[src/rtl/react_timer.sv]
// react_timer: timing datapath behind the reaction-test state machine.
// Owns the ms prescaler, the LFSR-drawn pre-stimulus delay and the
// saturating reaction counter. Its three status flags feed back into the
// state machine as {cleared, overflow, start}.
//
// machine_state | meaning
// --------------+--------------------------------------------------
// 0 IDLE        | everything cleared, no timing
// 1 WAIT        | random delay running; start flags when it expires
// 2 CLR_CNT1    | clear reaction count before a trial
// 3 START       | stimulus lit, reaction count runs in ms
// 4 STORAGE     | count frozen while the result is stored
// 5 CLR_CNT2    | clear reaction count between trials
// 6 AVERAGE     | count frozen
// 7 COMPARE     | count frozen
module react_timer #(
    parameter int CLK_DIV      = 50000,
    parameter int MIN_DELAY_MS = 1000,
    parameter int RAND_BITS    = 11,
    parameter int MAX_MS       = 999
) (
    input  logic        clk,
    input  logic        rstn,
    input  logic [2:0]  machine_state,
    output logic [2:0]  timer_signals,
    output logic [15:0] react_time,
    output logic        go_led
);

    localparam int DIV_W = (CLK_DIV > 1) ? $clog2(CLK_DIV) : 1;
    localparam int DLY_W = $clog2(MIN_DELAY_MS + (1 << RAND_BITS));
    localparam logic [DIV_W-1:0] DIV_LOAD = DIV_W'(CLK_DIV - 1);
    localparam logic [15:0]      MAX_CNT  = 16'(MAX_MS);

    typedef enum logic [2:0] {
        ST_IDLE  = 3'd0,
        ST_WAIT  = 3'd1,
        ST_CLR1  = 3'd2,
        ST_START = 3'd3,
        ST_STORE = 3'd4,
        ST_CLR2  = 3'd5,
        ST_AVG   = 3'd6,
        ST_CMP   = 3'd7
    } mstate_t;

    mstate_t          state;
    mstate_t          prev_state;
    logic [15:0]      lfsr;
    logic [DIV_W-1:0] div_left;
    logic [DLY_W-1:0] delay_cnt;
    logic [DLY_W-1:0] target;
    logic             armed;
    logic [15:0]      react_q;

    logic             entry;
    logic             is_wait;
    logic             is_start;
    logic             is_clr;
    logic             count_en;
    logic             tick;
    logic [DIV_W-1:0] div_nxt;
    logic [DLY_W-1:0] delay_nxt;
    logic [DLY_W-1:0] target_nxt;
    logic             armed_nxt;
    logic [15:0]      react_nxt;
    logic             lfsr_fb;

    // Decode the incoming state code and the per-state qualifiers.
    always_comb begin
        state    = mstate_t'(machine_state);
        entry    = (state != prev_state);
        is_wait  = (state == ST_WAIT);
        is_start = (state == ST_START);
        is_clr   = (state == ST_CLR1) || (state == ST_CLR2);
    end

    // Prescaler is a down-counter: tick on terminal count zero, then reload.
    // Any state entry or non-timing state reloads it, so the first tick lands
    // CLK_DIV cycles after the entry edge.
    always_comb begin
        count_en = !entry && ((is_wait && armed) || is_start);
        tick     = count_en && (div_left == '0);
        div_nxt  = (count_en && !tick) ? (div_left - DIV_W'(1)) : DIV_LOAD;
    end

    // Per-state next values for the delay timer, arming and reaction count.
    // armed drops in every state other than WAIT so a stale delay/target match
    // can never flash start on the entry cycle of a later WAIT.
    always_comb begin
        delay_nxt  = delay_cnt;
        target_nxt = target;
        armed_nxt  = 1'b0;
        react_nxt  = react_q;
        case (state)
            ST_IDLE: begin
                react_nxt = '0;
                delay_nxt = '0;
            end
            ST_WAIT: begin
                if (entry) begin
                    target_nxt = DLY_W'(MIN_DELAY_MS) + DLY_W'(lfsr[RAND_BITS-1:0]);
                    delay_nxt  = '0;
                    armed_nxt  = 1'b1;
                end else begin
                    armed_nxt = armed;
                    if (tick && (delay_cnt < target))
                        delay_nxt = delay_cnt + DLY_W'(1);
                end
            end
            ST_CLR1, ST_CLR2: begin
                react_nxt = '0;
            end
            ST_START: begin
                if (tick && (react_q < MAX_CNT))
                    react_nxt = react_q + 16'd1;
            end
            default: begin
            end
        endcase
    end

    assign lfsr_fb = lfsr[0] ^ lfsr[2] ^ lfsr[3] ^ lfsr[5];

    // State register: every timer/counter register plus the free-running LFSR.
    always_ff @(posedge clk or negedge rstn) begin
        if (!rstn) begin
            lfsr       <= 16'hACE1;
            prev_state <= ST_IDLE;
            div_left   <= DIV_LOAD;
            delay_cnt  <= '0;
            target     <= '0;
            armed      <= 1'b0;
            react_q    <= '0;
        end else begin
            lfsr       <= {lfsr_fb, lfsr[15:1]};
            prev_state <= state;
            div_left   <= div_nxt;
            delay_cnt  <= delay_nxt;
            target     <= target_nxt;
            armed      <= armed_nxt;
            react_q    <= react_nxt;
        end
    end

    // Status flags are plain decodes; rstn gates them so nothing is driven
    // while reset is held, whatever state code is presented.
    always_comb begin
        timer_signals[0] = rstn && is_wait && armed && (delay_cnt == target);
        timer_signals[1] = rstn && is_start && (react_q == MAX_CNT);
        timer_signals[2] = rstn && is_clr && (react_q == '0);
        go_led           = rstn && is_start;
        react_time       = react_q;
    end

endmodule

[config.mk]
export PLATFORM = sky130hd
export DESIGN_NAME = react_timer
export DESIGN_NICKNAME = d
export VERILOG_FILES = /design/src/rtl/react_timer.sv
export SDC_FILE = /design/constraint.sdc
export NUM_CORES = 1
export LEC_CHECK = 0
export ABC_AREA = 1
export BUFFER_PORTS_ARGS = -buffer_cell sky130_fd_sc_hd__buf_2
export CORE_MARGIN = 2
export CORE_UTILIZATION = 50
export CTS_CLUSTER_DIAMETER = 120
export DETAILED_ROUTE_END_ITERATION = 7
export PLACE_DENSITY = 0.68
export REMOVE_ABC_BUFFERS = 1
export SLEW_MARGIN = 30
export SYNTH_ARGS = -nofsm -noshare
export SYNTH_HDL_FRONTEND = slang
export SYNTH_SLANG_ARGS = --single-unit
[constraint.sdc]
create_clock -name clk -period 2.1 [get_ports clk]
set_input_delay 0.21 -clock clk [delete_from_list [all_inputs] [get_ports clk]]
set_output_delay 0.21 -clock clk [all_outputs]
set_load 0.005 [all_outputs]
==> summary.md <==
| Metric | Value |
|---|---|
| Run status | finished, final reports clean |
| Port Buffers | 24 |
| Die Height | 94.5 µm |
| Endpoints failing setup | 0 |
| CORE AREA | 8090 µm² |
| Share of layout cells above drive strength 1 | 0.180 |
| Vias per inst | 5.09 |
| CTS tree | done |
| Initial DRC count | about 160 |
| Post-Synthesis Cells | 499 |
| Rows | 33 |
| Final hold violation count | 0 |
| Die Span X | 94.5 µm |
| Fin area | 4540 µm² |
| Crit path DAT | 1.70 ns |
| Fmax | 523 MHz |
| Leak | 2.24 nW |
| Ys async rst share | 1.00 |
| Clock latency on the worst-skew pair | between 0.3 and 0.4 ns |
| Post-route insts no fill | 644 |
| Ys flop type | dfrtp_1 |
| Post-route ant nets | 0 |
| Wire per inst | 12.7 µm |
| Number of library cell types mapped by synthesis | 36 |
| Placed Instances | 625 |
| Vias | about 3300 |
| Seq/Total Area, Yosys | 0.469 |
| Number of flops mapped to enable cells by yosys | 0 |
| Crit-path max FO | 6 |
| H-tree Lvls | 3 |
| Clock sink total | 76 |
| Reg clk slew, reported paths | roughly 0.07 ns |
| Pins over their slew limit | 0 |
| Rel. slew slack | 0.647 |
| Delay-heaviest family, CP | simple AND/OR/NAND/NOR gates |
| Commonest non-fill, non-tap cells in the layout | nand2_1, inv_1, nor2_1, dfrtp_1, nand3_1 |
| Global-route wire length before repair | between 10000 and 15000 µm |
| Post-placement cell area | 4320 µm² |
| Hold_ws | 0.0433 ns |
| I/O pins | 25 |
| Syn avg cell area | 8.21 µm² |
| Dpl hpwl | 5880 µm |
| Most common cell after layout, fill and taps aside | nand2_1 |
| Largest net degree at the start of global routing | 42 |
| Crit path cell chain | ha_1, nand2_1, inv_1, nand3_1, nor4_1, buf_2 |
| WP buf/inv | 2 |
| Min-Delay Path Class | in2reg |
| Initial antenna violation count | 0 |
| Crit share post-route | 0.910 |
| Setup Skew | 0.0124 ns |
| Die ar. | 8930 µm² |
| GP Congestion | between 0.8 and 0.9 |
| Synth Warn # | 0 |
| Final Net Count | 557 |
| Worst-margin pin slew | roughly 0.53 ns |
| Total power | 2.70 mW |
| CTS root buffer | clkbuf_8 |
| Unrepaired setup endpoints after global routing | no |
| Slowest stage delay, CP | 0.41 ns |
| Synthesized cell area | 4100 µm² |
| Max rail drop VDD | 313 µV |
| Clock Path Buffers | 2 |
| Minimum clock period | 1.91 ns |
| Data required, critical path | between 1.5 and 2 ns |
| Cts bufs inserted | 9 |
| Final setup TNS | 0 ns |
| Max cap viols | 0 |
| Grt ovf | 0 |
| Crit path capture type | output port |
| DRC viols | 0 |
| Yosys reg bits | 76 |
| Gr usage total | 0.202 |
| CP Launch Type | flop |
| Critical path type | reg2out |
| Routed WL | between 8000 and 9000 µm |
| First-pass DRT Iterations | 5 |
| Number of global-route vias before repair | 3126 |
| CP max-delay cell | dfrtp_2 |
| Area Growth Syn to Fin | 10.8% |
| PwrDens | 595 nW/µm² |
| Initial Utilization | 0.506 |
| N_diodes | 0 |
-- cells by family (layout without fill, tap and decap cells) --
kind of cell	Yosys count	after routing	synth area share
xor+xnor	25	25	0.0535
fa+ha+maj	18	18	0.0550
simple gates	268	268	0.298
buf+inv	77	117	0.0788
compound gates	35	35	0.0455
flops	76	76	0.469
-- worst paths after layout --
path / start / endpoint / slack, ns / cells after the start
min: machine_state[0] / prev_state[0] / 0.04 / 1
max reg2reg: delay_cnt[7] / delay_cnt[11] / 0.31 / 13
min in group asynchronous: rstn / delay_cnt[5] / 0.24 / 2
max: react_time[0] / timer_signals[1] / 0.19 / 6
min reg2reg: lfsr[14] / lfsr[13] / 0.36 / 0
max in group asynchronous: rstn / div_left[1] / 1.08 / 3
-- metrics by stage --
stage	setup WS [ns]	util
final	0.190	0.561
after global routing	0.0568	0.561
after floorplan	0.378	-
after global placement	0.323	0.534
after detailed placement	0.333	0.534
after CTS	0.0653	0.558
-- layer usage --
| layer | global-route usage | routed length, µm |
|---|---|---|
| met1 | 0.289 | 4040 |
| met3 | 0.0311 | 263 |
| met2 | 0.310 | 3760 |
| met5 | 0 | 0 |
| met4 | 0.0809 | 110 |
-- final cells by class --
class / count / area, µm²
inverter: 69 / 259
fill: 775 / 3550
clock inverter: 6 / 40.0
tap: 105 / 131
sequential: 76 / 1930
multi-input combinational: 346 / 1860
timing repair buffer: 32 / 185
clock buffer: 10 / 138
-- registers in the layout (all words and copies together), names as in the netlist --
signal,count
div_left,16
lfsr,16
react_time,16
delay_cnt,12
target,12
prev_state,3
armed,1
-- synthesized netlist by cell type, types with 2 or more instances --
master | n | area (µm²)
ha_1 | 18 | 225
xnor2_1 | 6 | 52.6
buf_2 | 3 | 15.0
o21ai_0 | 17 | 85.1
a21oi_1 | 11 | 55.1
dfrtp_1 | 59 | 1480
o21ai_1 | 2 | 10.0
nand2_2 | 15 | 93.8
nand4_1 | 7 | 43.8
nand2_1 | 109 | 409
nor4_1 | 3 | 18.8
or2_2 | 2 | 12.5
nand3_2 | 2 | 20.0
buf_6 | 2 | 22.5
nor2_1 | 65 | 244
inv_2 | 4 | 15.0
inv_1 | 64 | 240
nor2_4 | 4 | 45.0
nor3_1 | 12 | 60.1
nand3_1 | 44 | 220
xor2_1 | 19 | 166
dfstp_2 | 17 | 447
-- report_power, final --
part           internal (mW)  total (mW)  switching [mW]
sequential              1.49        1.50         0.00927
combinational         0.0481       0.181           0.132
clock                  0.457        1.02           0.563
-- what timing repair did --
action | 4_1_cts | 5_1_grt
buffers inserted | 0 | 2
hold buffers | 1 | 0
endpoints found under the setup margin | 0 | 2
hold endpoints to repair | 9 | 0
gates resized for setup | 0 | 4
(Power assumes the default switching activity.)
